<file path="config.mk">
export PLATFORM = sky130hd
export DESIGN_NAME = ex_fwd_hazard_ctrl_flat
export DESIGN_NICKNAME = d
export VERILOG_FILES = /design/src/rtl/ex_fwd_hazard_ctrl_if.sv /design/src/rtl/ex_fwd_hazard_ctrl.sv /design/src/flat_wrapper.sv
export SDC_FILE = /design/constraint.sdc
export NUM_CORES = 1
export LEC_CHECK = 0
export CAP_MARGIN = 20
export CORE_MARGIN = 10
export CORE_UTILIZATION = 46
export CTS_CLUSTER_DIAMETER = 100
export DETAILED_ROUTE_END_ITERATION = 8
export HOLD_SLACK_MARGIN = 0.15
export PLACE_DENSITY_LB_ADDON = 0.25
export SLEW_MARGIN = 5
export SYNTH_ARGS = -nofsm -noshare
export SYNTH_HDL_FRONTEND = slang
export SYNTH_SLANG_ARGS = --single-unit
export TNS_END_PERCENT = 30
</file>
<file path="constraint.sdc">
create_clock -name clk -period 2 [get_ports clk]
set_clock_uncertainty 0.15 [all_clocks]
set_input_delay 0.2 -clock clk [delete_from_list [all_inputs] [get_ports clk]]
set_output_delay 0.2 -clock clk [all_outputs]
set_load 0.005 [all_outputs]
</file>
<file path="src/rtl/ex_fwd_hazard_ctrl_if.sv">
// Signal bundle between the pipeline datapath and the EX forwarding/hazard controller.
// The datapath side uses the master modport; the controller uses slave.
interface ex_fwd_hazard_ctrl_if #(
  parameter int unsigned REG_ADDR_W = 5,
  parameter int unsigned CNT_W      = 16
);
  logic                  id_valid;
  logic [REG_ADDR_W-1:0] id_rs1;
  logic [REG_ADDR_W-1:0] id_rs2;
  logic                  id_use_rs1;
  logic                  id_use_rs2;
  logic [REG_ADDR_W-1:0] id_rd;
  logic                  id_reg_write;
  logic                  id_mem_read;
  logic                  branch_taken;
  logic                  dmem_stall;
  logic [1:0]            fwd_a_sel;
  logic [1:0]            fwd_b_sel;
  logic                  stall_if;
  logic                  stall_id;
  logic                  flush_id;
  logic                  flush_ex;
  logic [CNT_W-1:0]      stall_cnt;

  modport master (
    output id_valid, id_rs1, id_rs2, id_use_rs1, id_use_rs2, id_rd, id_reg_write, id_mem_read,
    output branch_taken, dmem_stall,
    input  fwd_a_sel, fwd_b_sel, stall_if, stall_id, flush_id, flush_ex, stall_cnt
  );

  modport slave (
    input  id_valid, id_rs1, id_rs2, id_use_rs1, id_use_rs2, id_rd, id_reg_write, id_mem_read,
    input  branch_taken, dmem_stall,
    output fwd_a_sel, fwd_b_sel, stall_if, stall_id, flush_id, flush_ex, stall_cnt
  );
endinterface

</file>
<file path="src/rtl/ex_fwd_hazard_ctrl.sv">
// EX-stage forwarding and hazard controller: tracks rd info for EX/MEM/WB, drives operand
// forwarding selects, load-use stalls, branch flushes and dmem freeze.
module ex_fwd_hazard_ctrl #(
  parameter int unsigned REG_ADDR_W = 5,
  parameter int unsigned CNT_W      = 16
) (
  input logic                 clk,
  input logic                 rst_n,
  ex_fwd_hazard_ctrl_if.slave bus
);

  typedef struct packed {
    logic                  valid;
    logic [REG_ADDR_W-1:0] rs1;
    logic [REG_ADDR_W-1:0] rs2;
    logic                  use_rs1;
    logic                  use_rs2;
    logic [REG_ADDR_W-1:0] rd;
    logic                  reg_write;
    logic                  mem_read;
  } ex_t;

  typedef struct packed {
    logic                  valid;
    logic [REG_ADDR_W-1:0] rd;
    logic                  reg_write;
  } dst_t;

  ex_t              ex_q, ex_d;
  dst_t             mem_q, mem_d;
  dst_t             wb_q, wb_d;
  logic [CNT_W-1:0] stall_cnt_q, stall_cnt_d;

  logic load_use;
  logic stall_if, stall_id, flush_id, flush_ex;

  // x0 never forwards; MEM wins over WB so the newest producer is used.
  function automatic logic [1:0] fwd_sel(input logic                  need,
                                         input logic [REG_ADDR_W-1:0] rs,
                                         input dst_t                  mem,
                                         input dst_t                  wb);
    logic [1:0] sel;
    sel = 2'b00;
    if (need && mem.valid && mem.reg_write && (mem.rd != '0) && (mem.rd == rs)) begin
      sel = 2'b10;
    end else if (need && wb.valid && wb.reg_write && (wb.rd != '0) && (wb.rd == rs)) begin
      sel = 2'b01;
    end
    return sel;
  endfunction

  always_comb begin
    load_use = bus.id_valid && ex_q.valid && ex_q.mem_read && ex_q.reg_write &&
               (ex_q.rd != '0) &&
               ((bus.id_use_rs1 && (bus.id_rs1 == ex_q.rd)) ||
                (bus.id_use_rs2 && (bus.id_rs2 == ex_q.rd)));
  end

  always_comb begin
    ex_d        = ex_q;
    mem_d       = mem_q;
    wb_d        = wb_q;
    stall_cnt_d = stall_cnt_q;
    stall_if    = 1'b0;
    stall_id    = 1'b0;
    flush_id    = 1'b0;
    flush_ex    = 1'b0;

    if (bus.dmem_stall) begin
      // Whole pipeline frozen; a pending branch is re-presented once memory is ready.
      stall_if = 1'b1;
      stall_id = 1'b1;
    end else begin
      mem_d = '{valid: ex_q.valid, rd: ex_q.rd, reg_write: ex_q.reg_write};
      wb_d  = mem_q;
      if (bus.branch_taken) begin
        flush_id = 1'b1;
        flush_ex = 1'b1;
        ex_d     = '0;
      end else if (load_use) begin
        stall_if = 1'b1;
        stall_id = 1'b1;
        flush_ex = 1'b1;
        ex_d     = '0;
        if (stall_cnt_q != '1) begin
          stall_cnt_d = stall_cnt_q + CNT_W'(1);
        end
      end else begin
        ex_d = '{valid:     bus.id_valid,
                 rs1:       bus.id_rs1,
                 rs2:       bus.id_rs2,
                 use_rs1:   bus.id_use_rs1,
                 use_rs2:   bus.id_use_rs2,
                 rd:        bus.id_rd,
                 reg_write: bus.id_reg_write,
                 mem_read:  bus.id_mem_read};
      end
    end
  end

  always_ff @(posedge clk or negedge rst_n) begin
    if (!rst_n) begin
      ex_q        <= '0;
      mem_q       <= '0;
      wb_q        <= '0;
      stall_cnt_q <= '0;
    end else begin
      ex_q        <= ex_d;
      mem_q       <= mem_d;
      wb_q        <= wb_d;
      stall_cnt_q <= stall_cnt_d;
    end
  end

  assign bus.fwd_a_sel = fwd_sel(ex_q.valid && ex_q.use_rs1, ex_q.rs1, mem_q, wb_q);
  assign bus.fwd_b_sel = fwd_sel(ex_q.valid && ex_q.use_rs2, ex_q.rs2, mem_q, wb_q);
  assign bus.stall_if  = stall_if;
  assign bus.stall_id  = stall_id;
  assign bus.flush_id  = flush_id;
  assign bus.flush_ex  = flush_ex;
  assign bus.stall_cnt = stall_cnt_q;

endmodule

</file>
<file path="src/flat_wrapper.sv">
// flat-port wrapper written by rule: the top's interface ports become plain ports
module ex_fwd_hazard_ctrl_flat 
#(
  parameter int unsigned REG_ADDR_W = 5,
  parameter int unsigned CNT_W      = 16
)
  (clk, rst_n, bus_id_valid, bus_id_rs1, bus_id_rs2, bus_id_use_rs1, bus_id_use_rs2, bus_id_rd, bus_id_reg_write, bus_id_mem_read, bus_branch_taken, bus_dmem_stall, bus_fwd_a_sel, bus_fwd_b_sel, bus_stall_if, bus_stall_id, bus_flush_id, bus_flush_ex, bus_stall_cnt);
  ex_fwd_hazard_ctrl_if #(.REG_ADDR_W(REG_ADDR_W), .CNT_W(CNT_W)) bus_i ();
  input logic clk;
  input logic rst_n;
  input wire logic [$bits(bus_i.id_valid)-1:0] bus_id_valid;
  input wire logic [$bits(bus_i.id_rs1)-1:0] bus_id_rs1;
  input wire logic [$bits(bus_i.id_rs2)-1:0] bus_id_rs2;
  input wire logic [$bits(bus_i.id_use_rs1)-1:0] bus_id_use_rs1;
  input wire logic [$bits(bus_i.id_use_rs2)-1:0] bus_id_use_rs2;
  input wire logic [$bits(bus_i.id_rd)-1:0] bus_id_rd;
  input wire logic [$bits(bus_i.id_reg_write)-1:0] bus_id_reg_write;
  input wire logic [$bits(bus_i.id_mem_read)-1:0] bus_id_mem_read;
  input wire logic [$bits(bus_i.branch_taken)-1:0] bus_branch_taken;
  input wire logic [$bits(bus_i.dmem_stall)-1:0] bus_dmem_stall;
  output wire logic [$bits(bus_i.fwd_a_sel)-1:0] bus_fwd_a_sel;
  output wire logic [$bits(bus_i.fwd_b_sel)-1:0] bus_fwd_b_sel;
  output wire logic [$bits(bus_i.stall_if)-1:0] bus_stall_if;
  output wire logic [$bits(bus_i.stall_id)-1:0] bus_stall_id;
  output wire logic [$bits(bus_i.flush_id)-1:0] bus_flush_id;
  output wire logic [$bits(bus_i.flush_ex)-1:0] bus_flush_ex;
  output wire logic [$bits(bus_i.stall_cnt)-1:0] bus_stall_cnt;
  assign bus_i.id_valid = bus_id_valid;
  assign bus_i.id_rs1 = bus_id_rs1;
  assign bus_i.id_rs2 = bus_id_rs2;
  assign bus_i.id_use_rs1 = bus_id_use_rs1;
  assign bus_i.id_use_rs2 = bus_id_use_rs2;
  assign bus_i.id_rd = bus_id_rd;
  assign bus_i.id_reg_write = bus_id_reg_write;
  assign bus_i.id_mem_read = bus_id_mem_read;
  assign bus_i.branch_taken = bus_branch_taken;
  assign bus_i.dmem_stall = bus_dmem_stall;
  assign bus_fwd_a_sel = bus_i.fwd_a_sel;
  assign bus_fwd_b_sel = bus_i.fwd_b_sel;
  assign bus_stall_if = bus_i.stall_if;
  assign bus_stall_id = bus_i.stall_id;
  assign bus_flush_id = bus_i.flush_id;
  assign bus_flush_ex = bus_i.flush_ex;
  assign bus_stall_cnt = bus_i.stall_cnt;
  ex_fwd_hazard_ctrl #(.REG_ADDR_W(REG_ADDR_W), .CNT_W(CNT_W)) u_core (.clk(clk), .rst_n(rst_n), .bus(bus_i));
endmodule
</file>
# Yosys cells after proc, flatten, opt, wreduce, memory -nomap -nowiden
# Cells that the tools add are included.
# totals
regBits	50
# classes
addsub	1
eq_ne	7
mux	13
bitwise_logic	2
reduce_logical	30
# ops
cell	n
2-to-1 mux 20 bit	2
equality test 5 bit	6
logical AND 1 bit	25
adder 16 x 1 -> 16 bit, second input constant	1
inequality test 16 bit, second input constant	1
nonzero test 5 bit	3
2-to-1 mux 1 bit	9
2-to-1 mux 2 bit	2
AND reduction 4 bit	1
inverter 1 bit	2
logical OR 1 bit	1

# Logic depth before layout (Yosys ltp)
# logic_depth
depth_word	8
depth_mapped	7
mapped_depth_nobuf	6

# Least setup slack after synthesis
# OpenSTA, ideal clock, no wires.
# synth_timing
path_type	register to register
from	register u_core.ex_q[2] (netlist name)
to	register u_core.stall_cnt_q[10], in the netlist u_core.bus.stall_cnt[10]
setup_ns	0.128
t_arrival_ns	1.747
required_time_ns	1.722
path_slack_ns	-0.024
stages_incl_launch_ff	7
n_path_buf	0
period_less_slack_ns	2.024
cell_sequence	dfrtp_1 xnor2_1 nand4_1 o22ai_2 nand2_2 or4_1 mux2_1
# synth_between
elab_chain_cells	5
elab_cells_between_ends	9
cone_classes	eq/ne: 2; reduce/logical: 7
# synth_lines
element	line_no	rtl
start: declaration	ex_fwd_hazard_ctrl.sv:29	ex_t ex_q, ex_d;
start signal: assignment	ex_fwd_hazard_ctrl.sv:103	ex_q <= '0;
start signal: assignment	ex_fwd_hazard_ctrl.sv:108	ex_q <= ex_d;
equality test 5 bit, on equally long branches	ex_fwd_hazard_ctrl.sv:55, ex_fwd_hazard_ctrl.sv:56	
logical AND 1 bit, on equally long branches	ex_fwd_hazard_ctrl.sv:55, ex_fwd_hazard_ctrl.sv:56	
logical OR 1 bit	ex_fwd_hazard_ctrl.sv:55	((bus.id_use_rs1 && (bus.id_rs1 == ex_q.rd)) ||
logical AND 1 bit (*)	ex_fwd_hazard_ctrl.sv:54	(ex_q.rd != '0) &&
AND reduction 4 bit (no line) (*)	-	
end signal: assignment	ex_fwd_hazard_ctrl.sv:111	stall_cnt_q <= stall_cnt_d;
end: declaration	ex_fwd_hazard_ctrl.sv:32	logic [CNT_W-1:0] stall_cnt_q, stall_cnt_d;
# Mark *: on every way between the ends. The rest lies on a longest branch, timed or not.
# A chain may end at the register's enable or synchronous reset.

# Worst setup path in the final report
# layout_timing
from	register u_core.mem_q[4] (netlist name)
to	output port bus_fwd_b_sel[0]
# layout_between
elab_chain_cells	4
elab_cells_between_ends	5
cone_classes	eq/ne: 1; mux: 1; reduce/logical: 3
# layout_lines
element	line_no	rtl
start: declaration	ex_fwd_hazard_ctrl.sv:30	dst_t mem_q, mem_d;
start signal: assignment	ex_fwd_hazard_ctrl.sv:109	mem_q <= mem_d;
nonzero test 5 bit	ex_fwd_hazard_ctrl.sv:44	if (need && mem.valid && mem.reg_write && (mem.rd != '0) && (mem.rd == rs)) begin
logical AND 1 bit	ex_fwd_hazard_ctrl.sv:44	
logical AND 1 bit (*)	ex_fwd_hazard_ctrl.sv:44	
2-to-1 mux 2 bit (*)	ex_fwd_hazard_ctrl.sv:44	
end: declaration	flat_wrapper.sv:22	output wire logic [$bits(bus_i.fwd_b_sel)-1:0] bus_fwd_b_sel;
# Marks and branches as above.

==> run metrics <==
status=finished with violations; violated checks=negative setup slack; most frequent cell after synthesis=dfrtp_1; largest net degree at the start of global routing=51; Required @ worst endpoint=1.65 ns; CTS tree=yes; full die area=8520 sq um; vias in the first global route=2114; Area after DPL=3290 sq um; setup ws final=-0.165 ns; Ys Warns=0; post-route minimum period=2.16 ns; DRT Wirelength=6140 um; Starting Density=between 40% and 50%; Mapped Nets=around 230; Final Hold Fails=0; HPWL after detailed placement=around 4300 um; share of flip-flops with an asynchronous set or reset=100%; worst hold path cell count=2; Pwr Total=2.28 mW; CP arrival=1.81 ns; fin area=3560 sq um; Peak supply drop=between 300 and 400 uV; RSZ-0062 raised after global routing=true; global-route wire length before repair=slightly below 10000 um; FMAX=462 MHz; gr ovfl total=0; ant diodes=0; row cnt=26; Yosys cell types=28; Setup Crit Path Kind=flop to output port; largest cells by area after synthesis=dfrtp_1 52%, xnor2_1 12%, a22o_1 7.3%; CTS H-Tree Depth=2; Cell Area, Synth=2400 sq um; drc violations=0; drt wl/cell=about 17 um; synth cell count leaders=50 x dfrtp_1, 33 x xnor2_1, 20 x a22o_1, 15 x mux2_2, 12 x nand4_1; post-synth top area share=52.0%; # port buffers=47; Worst R2R Start=u_core.ex_q[6]; Top FF cell, synth=dfrtp_1; Worst-path clk slew=approximately 0.1 ns; vias per cell=~5.2; Clock Latency Late Sink=0.31 ns; ratio of cells with drive above 1 in the final layout=35.2%; DRT Pass-1 Iters=6; HP Start=bus_id_rd[4]; CTS Buffer Depth=2; CP Max Fanout=2; initial antenna violation count=0; Crit-path slowest cell=or4_4; I/O Pins=48; Mean Syn Cell Area=12.0 sq um; crit path launch=u_core.mem_q[4]; register area share after synthesis=52.0%; area of the core=5070 sq um; crit end category=output port; cells after synthesis=roughly 200; final worst-path cycle share=108%; Slew @ Worst Pin=around 0.63 ns; EDFF count, synth=0; biggest area consumer among synthesized cells=dfrtp_1; Synth Register Bits=50; Routed Antenna Nets=0; Pins Over Slew Limit=0; slowest stage delay, CP=0.55 ns; number of max-cap violations=0; GRT Total Usage=14.5%; setup-violating endpoint count in the final report=16; Pleak=1.62 nW; Die Y=92.3 um; initial drt markers=79; CTS Root Cell=clkbuf_8; R2R depth=8; worst min-delay path class=primary input to flop; critical-path cell list=or4_4, o2111ai_4, nor3_2, nor3_1, buf_2; Die Wd=92.3 um; area grow syn2layout=48.2%; Vias=1908; Slew headroom=just under 60%; CTS buffer count=5; CP startpoint kind=flop; Cell Pwr Density=641 nW/um^2; Nets=322; GPL Wtd Cong=0.854; clk sinks=50
-- cell type report --
class                   instances  area (sq um)
inverters                       2          7.51
clock inverters                 3          45.0
flip-flops and latches         50          1250
clock buffers                   5          68.8
fillers                       401          1510
well taps                      70          87.6
repair buffers                 97           867
multi-input cells             141          1230
-- per-stage QoR --
step / setup WS (ns) / setup TNS (ns) / hold WS, ns / std cells / utilization, %
after floorplan: 0.00129 / 0 / -0.246 / 201 / -
after global placement: -0.400 / -7.83 / 0.197 / 355 / 64.7
after detailed placement: -0.446 / -9.16 / 0.200 / 355 / 64.7
after CTS: -0.204 / -2.31 / 0.330 / 367 / 68.6
after global routing: -0.266 / -3.53 / 0.336 / 368 / 70.2
final: -0.165 / -1.18 / 0.340 / 368 / 70.2
-- worst max-delay path: cells and delay by family, from the launching register on --
family                 cells  cell delay (ns)
flip-flops                 1             0.39
buffers and inverters      1             0.14
AND/OR/NAND/NOR            3             0.75
AO/OA/AOI/OAI              1             0.23
-- state kept, by name, summed over array words and instances, names as in the netlist --
| register | flops |
|---|---|
| u_core.ex_q | 20 |
| u_core.bus.stall_cnt | 16 |
| u_core.mem_q | 7 |
| u_core.wb_q | 7 |
-- power by group --
part / switching [mW] / total [mW] / internal [mW]
Clock: 0.346 / 0.718 / 0.372
Sequential: 0.0711 / 1.15 / 1.08
Combinational: 0.172 / 0.418 / 0.246
-- per-layer routing --
| layer | GRT usage (%) | wire [um] | up-vias |
|---|---|---|---|
| met1 | 15.4 | 2360 | 942 |
| met5 | 0 | 0 | - |
| met2 | 25.8 | 3340 | 36 |
| met3 | 5.33 | 340 | 10 |
| li1 | - | - | 920 |
| met4 | 4.76 | 99 | 0 |
-- layout by cell type (no fill, tap or decap), types with 2 or more instances in the layout --
cell type,netlist,layout
nor3_2,0,3
nor2_1,4,3
nand4_1,12,12
buf_4,1,45
and3_1,3,3
buf_6,0,3
nor4_1,2,2
nand3_1,9,7
mux2_4,0,3
buf_12,0,2
clkbuf_8,0,5
nor3_1,7,2
inv_1,2,2
mux2_2,15,14
xnor2_1,33,31
nand2_1,8,7
buf_2,1,6
and2_1,3,2
xnor2_2,0,2
xor2_1,10,10
nand3_2,0,2
dfrtp_1,50,48
a22o_1,20,20
clkdlybuf4s50_1,0,39
or4_4,0,2
nand2_2,1,2
dfrtp_2,0,2
nor3_4,0,2
clkinvlp_4,0,2
-- repair_timing --
item	in CTS	in global routing
pin swaps	16	14
endpoints found under the hold margin	50	0
buffers inserted	3	1
gates resized for setup	40	17
hold buffers	1	0
setup endpoints to repair	20	23
cloned	0	1
-- cell families after synthesis --
logic type | after synthesis | share of synthesized area, %
DFF | 50 | 52.0
and+or+nand+nor | 53 | 11.9
xor gates and xnor gates | 43 | 15.7
muxes | 17 | 7.96
buffers and inverters | 10 | 1.77
adders and majority gates | 1 | 0.520
AOI/OAI and AO/OA | 27 | 10.2
-- path summary, 6_finish.rpt --
check	slack (ns)	endpoint
setup / recovery	-0.16	bus_fwd_b_sel[0]
hold / removal	0.34	u_core.ex_q[6]
setup reg to reg	-0.14	u_core.bus.stall_cnt[14]
hold reg to reg	0.34	u_core.bus.stall_cnt[7]
max in group asynchronous	0.86	u_core.ex_q[4]
min in group asynchronous	0.37	u_core.wb_q[6]
No activity file was read; power rests on OpenSTA's default activity.
